[src/rtl/traffic_pkg.sv]
// Shared traffic-controller constants: light encodings, default tick rate, presence polarity.
package traffic_pkg;

  typedef logic [1:0] light_t;

  localparam light_t GREEN  = 2'd0;
  localparam light_t YELLOW = 2'd1;
  localparam light_t RED    = 2'd2;

  localparam int unsigned CLK_FREQ_HZ = 12_000_000;

  localparam logic TRAFFIC_PRESENT = 1'b1;
  localparam logic TRAFFIC_ABSENT  = 1'b0;

  // Counter width for values 0..n-1, never narrower than one bit.
  function automatic int unsigned cnt_width(input int unsigned n);
    return (n > 1) ? $clog2(n) : 1;
  endfunction

endpackage

[src/rtl/sensor_channel.sv]
// One detector channel: 2-FF synchroniser, debouncer and optional minimum-presence hold.
// Hold stage is built only when TRAFFIC_SENSOR_HOLD_EN is defined.
module sensor_channel
  import traffic_pkg::*;
#(
  parameter int unsigned DEBOUNCE_CYCLES = 120_000,
  parameter int unsigned HOLD_TICKS      = 2
) (
  input  logic clk,
  input  logic reset,
  input  logic sec_tick,
  input  logic raw,
  output logic T
);

  localparam int unsigned DW = cnt_width(DEBOUNCE_CYCLES);
  localparam logic [DW-1:0] DCNT_MAX = DW'(DEBOUNCE_CYCLES - 1);

  logic          r_s1;
  logic          r_s2;
  logic          r_deb;
  logic [DW-1:0] r_dcnt;

  always_ff @(posedge clk) begin
    if (reset) begin
      r_s1   <= TRAFFIC_ABSENT;
      r_s2   <= TRAFFIC_ABSENT;
      r_deb  <= TRAFFIC_ABSENT;
      r_dcnt <= '0;
    end else begin
      r_s1 <= raw;
      r_s2 <= r_s1;
      // Any sample agreeing with the accepted level restarts the stability count.
      if (r_s2 == r_deb) begin
        r_dcnt <= '0;
      end else if (r_dcnt == DCNT_MAX) begin
        r_deb  <= r_s2;
        r_dcnt <= '0;
      end else begin
        r_dcnt <= r_dcnt + 1'b1;
      end
    end
  end

`ifdef TRAFFIC_SENSOR_HOLD_EN
  localparam int unsigned HW = cnt_width(HOLD_TICKS + 1);
  localparam logic [HW-1:0] HOLD_LOAD = HW'(HOLD_TICKS);

  logic [HW-1:0] r_hcnt;

  // Reloaded while present, so a fall coinciding with a tick does not count that tick.
  always_ff @(posedge clk) begin
    if (reset) begin
      r_hcnt <= '0;
    end else if (r_deb == TRAFFIC_PRESENT) begin
      r_hcnt <= HOLD_LOAD;
    end else if (sec_tick && (r_hcnt != '0)) begin
      r_hcnt <= r_hcnt - 1'b1;
    end
  end

  assign T = r_deb | (r_hcnt != '0);
`else
  logic w_unused_cfg;
  assign w_unused_cfg = sec_tick ^ (HOLD_TICKS > 0);

  assign T = r_deb;
`endif

endmodule

[src/rtl/traffic_sensor_conditioner.sv]
// Conditions road A/B detector inputs into Ta/Tb and exports the shared second tick.
// Minimum-presence hold is enabled by defining TRAFFIC_SENSOR_HOLD_EN.
module traffic_sensor_conditioner
  import traffic_pkg::*;
#(
  parameter int unsigned CLK_DIV         = CLK_FREQ_HZ,
  parameter int unsigned DEBOUNCE_CYCLES = 120_000,
  parameter int unsigned HOLD_TICKS      = 2
) (
  input  logic clk,
  input  logic reset,
  input  logic raw_a,
  input  logic raw_b,
  output logic Ta,
  output logic Tb,
  output logic sec_tick
);

  localparam int unsigned PW = cnt_width(CLK_DIV);
  localparam logic [PW-1:0] PRESC_MAX = PW'(CLK_DIV - 1);

  logic [PW-1:0] r_presc;
  logic          w_tick;

  always_ff @(posedge clk) begin
    if (reset) begin
      r_presc <= '0;
    end else if (r_presc == PRESC_MAX) begin
      r_presc <= '0;
    end else begin
      r_presc <= r_presc + 1'b1;
    end
  end

  assign w_tick   = (r_presc == PRESC_MAX);
  assign sec_tick = w_tick;

  sensor_channel #(
    .DEBOUNCE_CYCLES (DEBOUNCE_CYCLES),
    .HOLD_TICKS      (HOLD_TICKS)
  ) u_chan_a (
    .clk      (clk),
    .reset    (reset),
    .sec_tick (w_tick),
    .raw      (raw_a),
    .T        (Ta)
  );

  sensor_channel #(
    .DEBOUNCE_CYCLES (DEBOUNCE_CYCLES),
    .HOLD_TICKS      (HOLD_TICKS)
  ) u_chan_b (
    .clk      (clk),
    .reset    (reset),
    .sec_tick (w_tick),
    .raw      (raw_b),
    .T        (Tb)
  );

endmodule

[config.mk]
export PLATFORM = sky130hd
export DESIGN_NAME = traffic_sensor_conditioner
export DESIGN_NICKNAME = d
export VERILOG_FILES = /design/src/rtl/traffic_pkg.sv /design/src/rtl/sensor_channel.sv /design/src/rtl/traffic_sensor_conditioner.sv
export SDC_FILE = /design/constraint.sdc
export NUM_CORES = 1
export LEC_CHECK = 0
export ABC_AREA = 1
export CORE_MARGIN = 5
export CORE_UTILIZATION = 59
export CTS_CLUSTER_SIZE = 40
export DETAILED_ROUTE_END_ITERATION = 12
export HOLD_SLACK_MARGIN = 0.1
export PLACE_DENSITY = 0.74
export SETUP_SLACK_MARGIN = 0.15
export SYNTH_ARGS = -nofsm -noshare
export SYNTH_HDL_FRONTEND = slang
export SYNTH_SLANG_ARGS = --single-unit
[constraint.sdc]
create_clock -name clk -period 3.9 [get_ports clk]
set_input_delay 0.78 -clock clk [delete_from_list [all_inputs] [get_ports clk]]
set_output_delay 0.78 -clock clk [all_outputs]
set_load 0.02 [all_outputs]
**Yosys cells after proc, flatten, opt, wreduce, memory -nomap -nowiden**

Index checks and enable logic that the tools add are counted.

- Add/subtract/negate cells: 3
- Equality and inequality tests: 5
- Bitwise logic cells: 2
- Reduce and logical (&&, ||, !) cells: 5

Operator list:

| cell | count |
|---|---|
| $add A17 B1 Y17 const B | 2 |
| $eq A17 B17 Y1 const B | 2 |
| $add A24 B1 Y24 const B | 1 |
| $eq A24 B24 Y1 const B | 1 |
| $reduce_or A3 Y1 | 2 |
| $reduce_and A2 Y1 | 2 |
| $eq A1 B1 Y1 | 2 |
| $not A1 Y1 | 2 |
| $reduce_or A2 Y1 | 1 |

- Flip-flop bits (word level): 64
- Input port bits: 4
- Output and inout bits: 3

**Depth between registers and ports, before layout**

Gate-level depths: netlist of the first run.

- Depth after elaboration: 3
- Mapped depth: 9
- Mapped depth without buffers: 9

**Modules after synthesis**

A second synthesis of the first run with hierarchy kept.

- Cell total of the unflattened synthesis: 454
- Area, all modules: 3213.1 um2

By module, submodules not included:

| module | times used | cells an instance | area an instance (um2) | seq. area each (um2) |
|---|---|---|---|---|
| sensor_channel | 2 | 134 | 969.7 | 400.4 |
| traffic_sensor_conditioner | 1 | 186 | 1273.7 | 480.5 |

**Least setup slack after synthesis of the first run**

OpenSTA, ideal clock, no wires.

- Path type: flip-flop to output port
- Start: register r_presc[0]
- End: output port sec_tick
- Data arrival time: 1216 ps
- Required time: 3120 ps
- Path slack: 1904 ps
- Cell stages (with the launch flop): 6
- Buffers on the path: 0
- Cell sequence: dfxtp_1 > ha_1 > nand2_1 > nor3b_1 > nand2_1 > nor2_1

- Cells in the longest elaborated chain, start to end: 1

RTL lines:

| element | line | RTL |
|---|---|---|
| start: declaration | traffic_sensor_conditioner.sv:22 | `logic [PW-1:0] r_presc;` |
| start signal: assignment | traffic_sensor_conditioner.sv:31 | `r_presc <= r_presc + 1'b1;` |
| $eq A24 B24 Y1 | traffic_sensor_conditioner.sv:35 | `assign w_tick = (r_presc == PRESC_MAX);` |
| end: declaration | traffic_sensor_conditioner.sv:16 | `output logic sec_tick` |

Every way passes these cells.

**Final worst setup path of the first run**

Ends and elaborated chain as after synthesis.

==> results of run 1 <==
-- metrics by stage --
stage / cells / power (mW) / area, sq um
floorplan: 463 / 0.6916 / 3173
global placement: 535 / 0.6969 / 3283
detailed placement: 535 / 0.6975 / 3283
CTS: 551 / 1.395 / 3528
global route: 551 / 1.423 / 3528
finish: 551 / 1.378 / 3528
-- per-layer routing --
metal | vias to the layer above | global-route usage, % | part of all wire, %
met3 | 7 | 4.950 | 4.5
met2 | 49 | 32.22 | 47
li1 | 1487 | - | -
met5 | - | 0 | 0
met1 | 1259 | 23.74 | 47
met4 | 0 | 9.361 | 1.2
-- cell families after synthesis --
logic type | synth area share [%]
xor+xnor | 6.073
compound gates | 5.915
flops | 40.38
fa+ha+maj | 1.183
buf+inv | 7.216
simple gates | 39.24
-- power groups by stage --
stage	logic, mW	clock network, mW	registers [mW]
5_1_grt	0.0241	0.737	0.662
4_1_cts	0.0213	0.713	0.661
6_report	0.0211	0.695	0.662
3_3_place_gp	0.0208	0	0.676
3_5_place_dp	0.0212	0	0.676
2_1_floorplan	0.0158	0	0.676
-- area by class of cell --
class	instances	area, sq um	share of cell area [%]
timing repair buffer	6	60.06	1.702
multi-input combinational	344	1663	47.13
clock buffer	11	141.4	4.007
tap	70	87.58	2.482
sequential	64	1281	36.31
clock inverter	5	103.9	2.943
inverter	51	191.4	5.426
-- worst max path at each step --
stage / slack, ns / endpoint / start
floorplan: 1.90 / sec_tick / r_presc[0]
global placement: 1.44 / sec_tick / r_presc[0]
detailed placement: 1.42 / sec_tick / r_presc[0]
CTS: 1.03 / sec_tick / r_presc[0]
global route: 0.85 / sec_tick / r_presc[0]
finish: 1.06 / sec_tick / r_presc[0]
-- sequential cells by signal, summed over array words and instances, names as in the netlist --
name,count
u_chan_a.r_s2,1
u_chan_a.r_dcnt,17
r_presc,24
u_chan_b.T,1
u_chan_b.r_s1,1
u_chan_a.r_s1,1
u_chan_b.r_dcnt,17
u_chan_b.r_s2,1
u_chan_a.T,1
-- cells in the final DEF, fill, tap and decap left out --
master           instances
nand4_1                 12
a21oi_1                 22
or2_2                    3
nand2_2                  6
nand2_1                105
nor2_2                   6
inv_1                   51
o21ai_0                  7
xor2_1                  14
xnor2_1                  8
nor3_1                   9
nor4_1                   1
and2_1                   2
nor3b_1                  1
bufinv_16                3
nand3b_1                 4
clkinv_2                 1
o21ai_1                  1
o21bai_1                 5
nor2_1                  98
clkinv_4                 1
nand3_1                 31
nor3_2                   1
nor2_4                   1
dfxtp_1                 64
nand3_2                  3
clkbuf_8                10
clkbuf_1                 1
clkdlybuf4s50_1          6
ha_1                     3
or2_0                    1
-- critical path: cells and delay by family (launching register included) --
kind	cells	cell delay, ns
buffers and inverters	1	0.61
AND/OR/NAND/NOR	4	0.54
flip-flops	1	0.36
adder cells (fa/ha/maj)	1	0.21
==> impl_metrics.toml, run 1 <==
[run_status]
status = "completed"

[floorplanning]
coreArea_sq_um = 5172
die_w_um = 83.34
die_h_um = 83.34
pin_count = 7
initial_core_util_pct = 61.34
dieArea_sq_um = 6945
rows = 26

[finish]
layout-drive-gt1-share_pct = 7.277
nets = 483
fillers = 452
diodes = 0
finish.utilization_pct = 68.21
syn2layout_area_growth_pct = 11.20

[global_route]
grt_pass1_wl_mm = 11.33
grt_pass1_vias = 2701
antenna_found_initial = 0
grt_max_degree = 24
overflow = 0
grt_use_total_pct = 19.57

[clock_network]
clk_pin_slew_ns = 0.07
root_buffer = "clkbuf_8"
hold_buffers = 0
clockBufferDepth = 2
cts.htree.levels = 3
cts_resized = 0
clock_latency_ns = 0.34
cts_tree = "done"
numClockSinks = 64
cts_made_buffers = 9
cts_setup_buffers = 0

[timing]
tightest_slew_ns = 0.4397
hold_viol_final = 0
setup_slack_ns = 1.062
finalMaxSlewViolations = 0
setup_violations = 0
fin_skew_ns = 0.009720
period_needed_ns = 2.838
rsz0062_at_grt = "no"
min_period_over_period_pct = 72.77
timing.hold.ws_ns = 0.4132
fmax_mhz = 352.3
max-slew-margin-rel_pct = 70.58
timing.setup.tns_ns = 0

[critical_path]
worstPathCellList = "ha_1 -> nand2_1 -> nor3b_1 -> nand2_1 -> nor2_1 -> clkdlybuf4s50_1"
endpoint_kind = "primary output"
crit_slowest_cell = "clkdlybuf4s50_1"
r2r-end = "r_presc[11]"
crit_type = "register to primary output"
cp_common_cell = "nand2_1"
r2r-start = "r_presc[0]"
max_stage_delay_ns = 0.61
worstPathRequired_ns = 3.12
r2r_cells = 6
startpoint_type = "register"
cp.arrival_ns = 2.06
cp_max_fo = 3
reg2reg_slack_ns = 2.26

[route]
vias_per_cell = 5.085
drc = 0
routed_wl_mm = 6.280
drt_iter0_drc = 119
drt_pass1_iterations = 4
wire_per_inst_um = 11.40
vias = 2802
final_antenna_net_count = 0

[worst_hold_path]
worstHoldStart = "u_chan_a.r_s1"
hp-class = "register to register"
whs_endpoint = "u_chan_a.r_s2"
hold_depth = 2

[synth]
avgSynthCellArea_sq_um = 6.853
ys_seq_elements = 64
synth_edf_count = 0
synthTopCellsByArea = "dfxtp_1 40%, nand2_1 12%, nor2_1 12%, inv_1 6.0%, nand3_1 4.9%"
synthFlopType = "dfxtp_1"
post-synth-top-count-cell = "nand2_1"
yosysWarningCount = 0
synth_area_sq_um = 3173
netlist_instances = 463
synth_common_cells = "105 x nand2_1, 98 x nor2_1, 64 x dfxtp_1"
ys_types = 27
synth_top_area_cell = "dfxtp_1"
seq_area_frac_synth_pct = 40.38
syn_nets = 470
synth_top_area_share_pct = 40.38
synth-async-reset-ratio_pct = 0

[power]
p_seq_share_pct = 48.0
switching_share_pct = 19.56
internal-power_mw = 1.108
combPwrFrac_pct = 1.5
power_frac_clock_pct = 50.5
p_sw_mw = 0.2695
p_leak_nw = 1.148
ir_drop_v = 0.0002991
power_density_nw_per_um2 = 390.5

[placed_design]
place.gp.congestion = 0.9148
hpwl_mm = 4.460
place_ws_ns = 1.425
io_buffers = 6

[flow_run]
drv_cap = 0
(Power assumes the default switching activity.)
==> run 2, diff against run 1 <==
==> constraint.sdc (replaced) <==
create_clock -name clk -period 2.75 [get_ports clk]
set_input_delay 0.55 -clock clk [delete_from_list [all_inputs] [get_ports clk]]
set_output_delay 0.55 -clock clk [all_outputs]
set_load 0.02 [all_outputs]
==> impl_metrics.toml, run 2 (same netlist as run 1, synthesis figures left out) <==
[clock_network]
cts_made_buffers = 9
clockBufferDepth = 2
numClockSinks = 64
cts_tree = "done"
cts.htree.levels = 3
clock_latency_ns = 0.34
clk_pin_slew_ns = 0.07
root_buffer = "clkbuf_8"

[finish]
regMostFlops = "r_presc"
syn2layout_area_growth_pct = 9.858
largest_reg_flops = 24
layout_common_cells = "105 x nand2_1, 98 x nor2_1, 64 x dfxtp_1"
diodes = 0
fillers = 474
seq_area_sq_um = 1281
layout_commonest_cell = "nand2_1"
layout-drive-gt1-share_pct = 7.676
nets = 484
multi_input_area_sq_um = 1663
top_regs = "r_presc: 24 flops, u_chan_a.r_dcnt: 17 flops, u_chan_b.r_dcnt: 17 flops"

[timing]
tightest_slew_ns = 0.4317
hold_viol_final = 0
setup_violations = 0
fmax_mhz = 425.7
period_needed_ns = 2.349
timing.setup.tns_ns = 0
finalMaxSlewViolations = 0
rsz0062_at_grt = "no"
setup_slack_ns = 0.4012
fin_skew_ns = 0.006656
min_period_over_period_pct = 85.41
max-slew-margin-rel_pct = 71.12

[critical_path]
crit_type = "register to primary output"
cp.arrival_ns = 1.80
startpoint_type = "register"
reg2reg_slack_ns = 1.13
worstPathRequired_ns = 2.20
cp_max_fo = 3
endpoint_kind = "primary output"

[power]
switching_share_pct = 22.58
p_seq_share_pct = 53.3
power_frac_clock_pct = 45.0
p_leak_nw = 1.130
p_sw_mw = 0.3974
power_density_nw_per_um2 = 505.0
internal-power_mw = 1.363
ir_drop_v = 0.0003342
combPwrFrac_pct = 1.8

[route]
drt_iter0_drc = 82
routed_wl_mm = 6.184
final_antenna_net_count = 0
wire_per_inst_um = 11.20
drc = 0
drt_pass1_iterations = 4
vias_per_cell = 5.080
vias = 2804

[floorplanning]
dieArea_sq_um = 6945
die_h_um = 83.34
initial_core_util_pct = 61.34
coreArea_sq_um = 5172
pin_count = 7
rows = 26
die_w_um = 83.34

[flow_run]
drv_cap = 0

[global_route]
overflow = 0
grt_pass1_wl_mm = 11.03
antenna_found_initial = 0
grt_pass1_vias = 2575
grt_use_total_pct = 19.03
grt_max_degree = 24

[placed_design]
place.gp.congestion = 0.9036
hpwl_mm = 4.591
io_buffers = 6
place_ws_ns = 0.4864

[run_status]
status = "completed"

[worst_hold_path]
hp-class = "register to register"
-- run 2: changes by cell type in the layout (fill, tap and decap cells not counted) --
cell,before,now
bufinv_16,3,1
clkinvlp_4,0,2
buf_4,0,1
clkbuf_1,1,0
clkbuf_8,10,9
clkdlybuf4s50_1,6,5
clkinv_2,1,2
clkinv_4,1,2
dlygate4sd2_1,0,1
-- run 2: cell type report --
type                    count  share of cell area (%)
multi-input cells         344                   47.70
flip-flops and latches     64                   36.76
inverters                  51                   5.492
clock buffers               9                   3.553
well taps                  70                   2.513
clock inverters             7                   2.082
repair buffers              7                   1.902
-- run 2: critical path, cell delays in order (launching register included) --
cell and delay (ns):
dfxtp_1 0.35, ha_1 0.21, nand2_1 0.09, nor3b_1 0.25
nand2_1 0.09, nor2_1 0.12, dlygate4sd2_1 0.34
-- run 2: metrics by stage --
step	instance area, sq um	hold slack, ns	utilization [%]	total power [mW]	cells
finish	3486	0.3970	67.39	1.760	552
global route	3486	0.4339	67.39	1.834	552
CTS	3486	0.3991	67.39	1.787	552
detailed placement	3291	0.3973	63.62	0.9910	536
global placement	3291	0.3952	63.62	0.9900	536
floorplan	3173	0.3883	-	0.9809	463
-- run 2: final timing paths --
kind / start / depth (start not counted) / end
setup reg to reg: r_presc[0] / 6 / r_presc[22]
hold reg to reg: u_chan_b.r_s1 / 2 / u_chan_b.r_s2
hold / removal: u_chan_b.r_s1 / 2 / u_chan_b.r_s2
setup / recovery: r_presc[0] / 6 / sec_tick
-- run 2: metal layers --
layer  global-route usage (%)  wire length [um]  up-vias
li1                         -                 -     1497
met1                    24.03              3030     1253
met2                    30.47              2825       38
met3                    4.455               174       16
met4                    9.064               153        0
met5                        0                 0        -
-- run 2: power by group through the flow --
stage                     combinational, mW  sequential, mW  clock, mW
final                                0.0310           0.938      0.791
after floorplan                      0.0225           0.958          0
after detailed placement             0.0317           0.959          0
after CTS                            0.0318           0.938      0.817
after global placement               0.0311           0.959          0
after global routing                 0.0359           0.939      0.859
-- run 2: repair_timing --
item                                    4_1_cts  5_1_grt
endpoints found under the setup margin        1        0
hold endpoints to repair                      0        0
resized for setup                             1        0
buffers inserted                              0        0
hold buffers                                  0        0
